[src/rtl/fetch_unit_pkg.sv]
// Shared types and constants for the instruction-fetch front end.
package fetch_unit_pkg;

    localparam logic [31:0] RESET_PC = 32'h1c00_0000;

    typedef enum logic {
        BOOT,
        RUN
    } fetch_state_t;

    typedef struct packed {
        logic [31:0] pc;
        logic [31:0] inst;
        logic        adef;
    } fetch_pkt_t;

endpackage

[src/rtl/fetch_unit_buf.sv]
// Fetch buffer: DEPTH-entry synchronous FIFO of fetch packets; flush wins over push.
module fetch_buf
    import fetch_unit_pkg::*;
#(
    parameter int DEPTH = 2,
    localparam int CNT_W = $clog2(DEPTH + 1),
    localparam int PTR_W = $clog2(DEPTH)
) (
    input  logic             clk,
    input  logic             reset,
    input  logic             push,
    input  logic             pop,
    input  logic             flush,
    input  fetch_pkt_t       push_pkt,
    output logic [CNT_W-1:0] count,
    output fetch_pkt_t       head
);

    logic [PTR_W-1:0] rd_ptr;
    logic [PTR_W-1:0] wr_ptr;
    fetch_pkt_t       mem [DEPTH];

    // NOTE: sequential state uses non-blocking assignments so every register samples pre-edge values.
    always_ff @(posedge clk) begin
        if (reset || flush) begin
            rd_ptr <= '0;
            wr_ptr <= '0;
            count  <= '0;
        end else begin
            if (push)
                wr_ptr <= wr_ptr + 1'b1;
            if (pop)
                rd_ptr <= rd_ptr + 1'b1;
            count <= count + CNT_W'(push) - CNT_W'(pop);
        end
    end

    // NOTE: the storage array is not reset; count alone decides which entries are visible.
    always_ff @(posedge clk) begin
        if (push && !flush)
            mem[wr_ptr] <= push_pkt;
    end

    assign head = (count != '0) ? mem[rd_ptr] : '0;

    // The credit logic upstream must never push into a full buffer.
    always_ff @(posedge clk) begin
        if (!reset && !flush)
            assert (!(push && !pop && count == CNT_W'(DEPTH)));
    end

endmodule

[src/rtl/fetch_unit.sv]
// Instruction-fetch front end: owns the fetch PC, drives the instruction SRAM,
// buffers {pc,inst} packets and hands them to decode; branch redirects flush.
module fetch_unit
    import fetch_unit_pkg::*;
#(
    parameter logic [31:0] RESET_PC = fetch_unit_pkg::RESET_PC,
    parameter int          DEPTH    = 2
) (
    input  logic        clk,
    input  logic        reset,
    output logic        inst_sram_en,
    output logic        inst_sram_we,
    output logic [31:0] inst_sram_addr,
    output logic [31:0] inst_sram_wdata,
    input  logic [31:0] inst_sram_rdata,
    input  logic        br_valid,
    input  logic [31:0] br_target,
    output logic        id_valid,
    input  logic        id_ready,
    output logic [31:0] id_pc,
    output logic [31:0] id_inst,
    output logic        id_adef
);

    localparam int CNT_W  = $clog2(DEPTH + 1);
    localparam int FILL_W = CNT_W + 1;

    fetch_state_t      state;
    fetch_state_t      state_next;
    logic [31:0]       fetch_pc;
    logic [31:0]       issued_pc;
    logic [31:0]       issue_pc;
    logic              inflight;
    logic              halted;
    logic              redirect;
    logic              kill;
    logic              deq;
    logic              credit;
    logic [CNT_W-1:0]  count;
    logic [FILL_W-1:0] fill;
    fetch_pkt_t        head;
    fetch_pkt_t        rsp_pkt;

    assign inst_sram_we    = 1'b0;
    assign inst_sram_wdata = '0;

    assign redirect = br_valid && (state == RUN);
    assign kill     = redirect;
    assign id_valid = (count != '0) && !redirect;
    assign deq      = id_valid && id_ready;

    // Occupancy once this cycle settles: buffered + returning - leaving.
    assign fill   = {1'b0, count} + FILL_W'(inflight) - FILL_W'(deq);
    assign credit = fill < FILL_W'(DEPTH);

    always_ff @(posedge clk) begin
        if (reset)
            state <= BOOT;
        else
            state <= state_next;
    end

    // NOTE: every signal driven here gets a default first, so no path leaves it unassigned (no latch).
    always_comb begin
        state_next   = state;
        inst_sram_en = 1'b0;
        issue_pc     = fetch_pc;
        case (state)
            BOOT: state_next = RUN;
            RUN: begin
                if (redirect) begin
                    issue_pc     = br_target;
                    inst_sram_en = 1'b1;
                end else begin
                    inst_sram_en = !halted && credit;
                end
            end
        endcase
        if (reset)
            inst_sram_en = 1'b0;
    end

    assign inst_sram_addr = {issue_pc[31:2], 2'b00};

    always_ff @(posedge clk) begin
        if (reset) begin
            fetch_pc  <= RESET_PC;
            issued_pc <= '0;
            inflight  <= 1'b0;
            halted    <= 1'b0;
        end else begin
            inflight <= inst_sram_en;
            if (inst_sram_en) begin
                issued_pc <= issue_pc;
                fetch_pc  <= inst_sram_addr + 32'd4;
                // A misaligned fetch is the last one until the core redirects.
                halted    <= (issue_pc[1:0] != 2'b00);
            end else if (state == BOOT && br_valid) begin
                fetch_pc <= br_target;
                halted   <= 1'b0;
            end
        end
    end

    assign rsp_pkt = '{pc: issued_pc, inst: inst_sram_rdata, adef: (issued_pc[1:0] != 2'b00)};

    fetch_buf #(
        .DEPTH (DEPTH)
    ) u_buf (
        .clk      (clk),
        .reset    (reset),
        .push     (inflight && !kill),
        .pop      (deq),
        .flush    (kill),
        .push_pkt (rsp_pkt),
        .count    (count),
        .head     (head)
    );

    assign id_pc   = head.pc;
    assign id_inst = head.inst;
    assign id_adef = head.adef;

endmodule

[config.mk]
export PLATFORM = sky130hd
export DESIGN_NAME = fetch_unit
export DESIGN_NICKNAME = d
export VERILOG_FILES = /design/src/rtl/fetch_unit_pkg.sv /design/src/rtl/fetch_unit_buf.sv /design/src/rtl/fetch_unit.sv
export SDC_FILE = /design/constraint.sdc
export NUM_CORES = 1
export LEC_CHECK = 0
export ABC_AREA = 0
export BUFFER_PORTS_ARGS = -buffer_cell sky130_fd_sc_hd__buf_2
export CORE_ASPECT_RATIO = 1.75
export CORE_MARGIN = 4
export CORE_UTILIZATION = 45
export DETAILED_ROUTE_END_ITERATION = 12
export HOLD_SLACK_MARGIN = 0.05
export PLACE_DENSITY = 0.77
export SLEW_MARGIN = 0
export SYNTH_ARGS = -nofsm -noshare
export SYNTH_HDL_FRONTEND = slang
export SYNTH_SLANG_ARGS = --single-unit
[constraint.sdc]
create_clock -name clk -period 5.9 [get_ports clk]
set_input_delay 0 -clock clk [delete_from_list [all_inputs] [get_ports clk]]
set_output_delay 0 -clock clk [all_outputs]
set_load 0.05 [all_outputs]
Word level (Yosys, flattened, before mapping). Memories as Yosys holds them, arrays and structs flattened. A register that Yosys moved wholly into a read port is not among the register bits. Cells that the tools add are included.

Output and inout port bits: 132. Logic and storage cells: 47. Memories: 1. Memory bits (writable): 130. Register bits after elaboration: 71. Input bits: 68.

$lt $le $gt $ge: 1. $add $sub $neg: 7. Reduce and logical (&&, ||, !) cells: 14. Mux-type cells: 15. Bitwise logic cells: 1.

Memories: u_buf.mem (depth 2, bits a word 65, rd ports 1, clocked after Yosys merged registers in 1, wr ports 1, line fetch_unit_buf.sv:21) `fetch_pkt_t mem [DEPTH];`.

Operators by type and width (number): 32-bit 2-to-1 mux (4); 65-bit 2-to-1 mux (1); 32-bit by 3-bit adder with 32-bit output (second input constant) (1); 1-bit 2-to-1 mux (10); 2-bit nonzero test (4); 1-bit logical AND (7); 2-bit by 1-bit adder with 3-bit output (1); 3-bit by 2-bit < comparator with 1-bit output (second input constant) (1); 3-bit by 1-bit subtractor with 3-bit output (1); 1-bit adder (second input constant) (2); 2-bit by 1-bit adder with 2-bit output (1); 1-bit logical NOT (2); 2-bit by 1-bit subtractor with 2-bit output (1); 1-bit logical OR (1); 1-bit inverter (1).

Logic depth before layout (Yosys ltp).
Depth after elaboration: 11. Mapped depth: 18. Depth with buffers taken out: 14.

By module. Synthesis repeated with hierarchy kept, for this count alone.

Cell total of the unflattened synthesis: 890. Area, all modules: 9629.2 um2.

By module, submodules not included: fetch_buf (times used 1, sequential area each 4003.8 um2, cells an instance 294, area each 5167.5 um2); fetch_unit (times used 1, sequential area each 1341.3 um2, cells an instance 596, area each 4461.8 um2).

Worst setup path before layout. No wires, ideal clock.

Path type: reg2reg. From: register state. To: memory u_buf.mem[0][0] (netlist bit), enable pin. Required time: 5412 ps. Period minus slack after synthesis: 4405 ps. Library setup time: 488 ps. Data arrival time: 3917 ps. Stages on the path, launching flop included: 7. Path slack: 1495 ps. Path through: dfxtp_1 buf_2 nand2_1 clkbuf_1 clkbuf_1 nand2_1 nor2_1.

Longest elaborated chain between the ends: 6.

RTL lines: start: declaration (line fetch_unit.sv:28) `fetch_state_t state;`; start signal: assignment (line fetch_unit.sv:60) `state <= state_next;`; 1-bit logical AND (*) (line fetch_unit.sv:47) `assign redirect = br_valid && (state == RUN);`; 1-bit logical NOT (*) (line fetch_unit_buf.sv:40, fetch_unit.sv:112); 1-bit logical AND (line fetch_unit.sv:112) `.push (inflight && !kill),`; 1-bit logical AND (*) (line fetch_unit_buf.sv:40) `if (push && !flush)`; 1-bit 2-to-1 mux (*) (line fetch_unit_buf.sv:40); 1-bit 2-to-1 mux (not written as such) (*) (line fetch_unit_buf.sv:41) `mem[wr_ptr] <= push_pkt;`; end: declaration (line fetch_unit_buf.sv:21).

Mark *: on every way between the ends. The rest lies on a longest branch, timed or not.

Worst setup path in the final report.
From: register state. To: output port inst_sram_en.

Longest elaborated chain between the ends: 10.

RTL lines: 1-bit logical AND (line fetch_unit.sv:47); 1-bit logical NOT (line fetch_unit.sv:49) `assign id_valid = (count != '0) && !redirect;`; 1-bit logical AND (line fetch_unit.sv:49); 1-bit logical AND (line fetch_unit.sv:50) `assign deq = id_valid && id_ready;`; 3-bit by 1-bit subtractor with 3-bit output (line fetch_unit.sv:53) `assign fill = {1'b0, count} + FILL_W'(inflight) - FILL_W'(deq);`; 3-bit by 2-bit < comparator with 1-bit output (line fetch_unit.sv:54) `assign credit = fill < FILL_W'(DEPTH);`; 1-bit logical AND (line fetch_unit.sv:75) `inst_sram_en = !halted && credit;`; 1-bit 2-to-1 mux (line fetch_unit.sv:71) `if (redirect) begin`; 1-bit 2-to-1 mux (*) (line fetch_unit.sv:68) `case (state)`; 1-bit 2-to-1 mux (*) (line fetch_unit.sv:79) `if (reset)`; end: declaration (line fetch_unit.sv:11) `output logic inst_sram_en,`.

Marked as above.

==> metrics.yaml <==
placed_design:
  port_buffers: 164
  pre_cts_slack_ns: 2.16
  hpwlAfterDp_um: 15000
  place_congestion: 0.855
die:
  die_width_um: 118
  floorplan.initialDensity_pct: 45.5
  floorplan.die.height_um: 200
  fp.coreArea_um2: 20800
  full_die_area_um2: 23500
  floorplan.rows: 70
  io_pins: 200
sta:
  timing.final.ws_setup_ns: 1.79
  setup_violations: 0
  worst-slew-pin-transition_ns: 1.22
  slew_headroom_pct: 18.4
  maxClockFrequency_ghz: 0.243
  final_setup_tns_ns: 0
  finalClockSkew_ns: 0.0122
  min_period_over_period_pct: 69.6
  grt_setup_unrepaired: "false"
  holdWs_ns: 0.111
  hold_viol_final: 0
  slew_violations: 0
  layout_min_cycle_time_ns: 4.11
critical_path:
  cp-start-kind: "flip-flop"
  reg2reg_to: "fetch_pc[14]"
  crit_fanout: 20
  critical_path_buf_inv_count: 2
  critPathLaunch: "state"
  path_class: "reg -> out"
  critical_path.max_stage_delay_ns: 0.83
  r2r-start: "state"
  crit_path_end_kind: "output pin"
  worstPathArrival_ns: 4.11
  timing.critical_path.max_delay_family: "simple AND/OR/NAND/NOR gates"
  timing.reg2reg.worst_path_depth: 13
  reg2reg_setup_slack_ns: 2.02
  cp.required_ns: 5.90
  critical-path-slowest-cell: "dfxtp_1"
  path_cells: "and2_2 > nor2_1 > nand2_1 > nor2_1 > o21ai_0 > fa_1 > nor2b_1 > a21oi_1 > nor2b_4 > nand2_1 > clkinv_1 > buf_2"
yosys:
  synth_common_cells: "edfxtp_1, nor2_1, mux2i_1"
  synth_top_flop_cell: "edfxtp_1"
  ys_seq_area_share_pct: 56.4
  synthMostInstantiatedCell: "edfxtp_1"
  yosysTopAreaCellShare_pct: 41.2
  synth_area_per_cell_um2: 11.2
  synthArstFlopShare_pct: 0
  synth.cell_area_um2: 9480
  yosys.cell_types.count: 60
  synth_cells: 845
  synth_enable_flop_cells: 130
  ys_ff_latch: 202
  netlist_top_cells_area: "edfxtp_1, dfxtp_1, mux2i_1, buf_4, nor2_1"
  synth_largest_area_cell: "edfxtp_1"
  number_of_warnings_printed_during_yosys_synthesis: 0
grt:
  grt_util_all_layers_pct: 18.5
  grt_first_pass_wirelength_um: 35200
  grt_start_max_net_pins: 66
  grt_antenna_before_repair: 0
  grt.overflow.total: 0
  number_of_global_route_vias_before_repair: 6861
min_path:
  worst_hold_path.num_cells: 4
  min-delay-start: "id_ready"
  hold-path-endpoint: "u_buf.rd_ptr"
  timing.hold.worst.class: "in -> reg"
drt:
  drc: 0
  detailedRoute.firstPassIterationCount: 5
  overall_via_count_from_detail_route: 6850
  ant_nets: 0
  routed_wire_length_per_instance_um: 17.4
  drt_iter0_drc: 444
  totalWireLength_um: 22400
  post_drt_via_cell_ratio: 5.33
pwr:
  ir_drop_uv: 216
  power-per-cell-area_nw_per_um2: 325
  p_leak_uw: 0.00445
clocking:
  cts_max_path_buffers: 3
  insertion_delay_ns: 0.48
  cts_htree_levels: 1
  clkSlewWorstSetupHoldPaths_ns: 0.07
  cts_inserted_buffers: 19
  ctsResizeCount: 0
  tritoncts: "yes"
  cts_sinks: 202
  cts.root.buffer_cell: "clkbuf_16"
  postCtsSetupBuffers: 0
final_layout:
  drive_gt1_share_pct: 22.2
  final_nets: 1093
  insertedDiodeCount: 0
  fillCellCount: 1772
  areaGrowthSynthToFinish_pct: 20.1
outcome:
  status: "finished, final reports clean"
job:
  max-cap-violations: 0
## state kept, by name, summed over array words and instances, names as in the netlist, named ones only
name and count:
fetch_pc 32, halted 1, inflight 1, issued_pc 32
state 1, u_buf.count 2, u_buf.mem 130, u_buf.rd_ptr 1
u_buf.wr_ptr 1
## cell type report
cell class                      count  area [µm²]  area share [%]
Inverter                           20        75.1           0.659
Multi-Input combinational cell    541        3490            30.7
Clock inverter                     10         126            1.11
Tap cell                          252         315            2.77
Clock buffer                       23         490            4.31
Timing Repair Buffer              238        1540            13.5
Sequential cell                   202        5350            47.0
## report_power, final
| group | leakage [µW] | total (µW) | internal [µW] | switching, µW |
|---|---|---|---|---|
| clock network | 0.000294 | 1230 | 724 | 503 |
| registers | 0.00180 | 1670 | 1610 | 56.9 |
| logic | 0.00235 | 809 | 225 | 584 |
| total | 0.00445 | 3700 | 2560 | 1140 |
## stage by stage
step	total power (µW)	utilization [%]	cells	instance area, µm²
floorplan	2330	-	879	9610
global placement	2460	48.5	1188	10100
detailed placement	2470	48.5	1188	10100
CTS	3740	54.6	1286	11400
global route	3860	54.6	1286	11400
finish	3700	54.6	1286	11400
## routing by layer
metal	vias up	part of all wire [%]	GRT usage, %
li1	3272	-	-
met1	3275	38	20.5
met2	242	53	35.1
met3	61	4.7	2.34
met4	0	4.2	8.74
met5	-	0	0
## cells by family after synthesis
| logic type | after synthesis | share of synthesized area [%] |
|---|---|---|
| flip-flops | 202 | 56.4 |
| multiplexers | 105 | 11.2 |
| adder cells (fa/ha/maj) | 3 | 0.475 |
| buffers and inverters | 136 | 8.53 |
| AND/OR/NAND/NOR | 279 | 13.8 |
| XOR/XNOR | 20 | 1.85 |
| other | 1 | 0.0396 |
| AO/OA/AOI/OAI | 99 | 7.71 |
## what timing repair did
item                                    in CTS  in global routing
hold buffers                                65                  0
endpoints found under the hold margin      116                  0
endpoints found under the setup margin       0                  0
## cells in the final DEF (no fill, tap or decap), drive strengths merged, types with 3 or more instances in the layout
cell type / n
dfxtp: 72
o21ai: 15
and4: 3
conb: 35
dlygate4sd3: 65
bufinv: 3
buf: 173
clkinv: 6
clkbuf: 23
and3: 6
o41ai: 3
o22ai: 4
edfxtp: 130
a2111oi: 6
mux2i: 99
nand2: 69
mux2: 6
nor2: 121
a21oi: 15
nand2b: 4
a211oi: 37
nor3: 23
o311ai: 5
xor2: 3
nand4: 14
nand3: 10
xnor2: 17
nor2b: 12
and2: 3
nor4: 6
inv: 19
## worst min-delay path, stage by stage
cell	delay, ns
buf_2	0.12
nand2_1	0.18
xor2_1	0.12
nor3_1	0.11
## how the worst max path moves through the flow
stage	end	slack [ns]	cells after the start
after CTS	inst_sram_en	1.78	12
after global placement	fetch_pc[28]	2.28	12
final	inst_sram_en	1.79	12
after global routing	inst_sram_en	1.43	12
after floorplan	u_buf.mem[0][0]	1.49	6
after detailed placement	fetch_pc[16]	2.16	13
(Power assumes the default switching activity.)
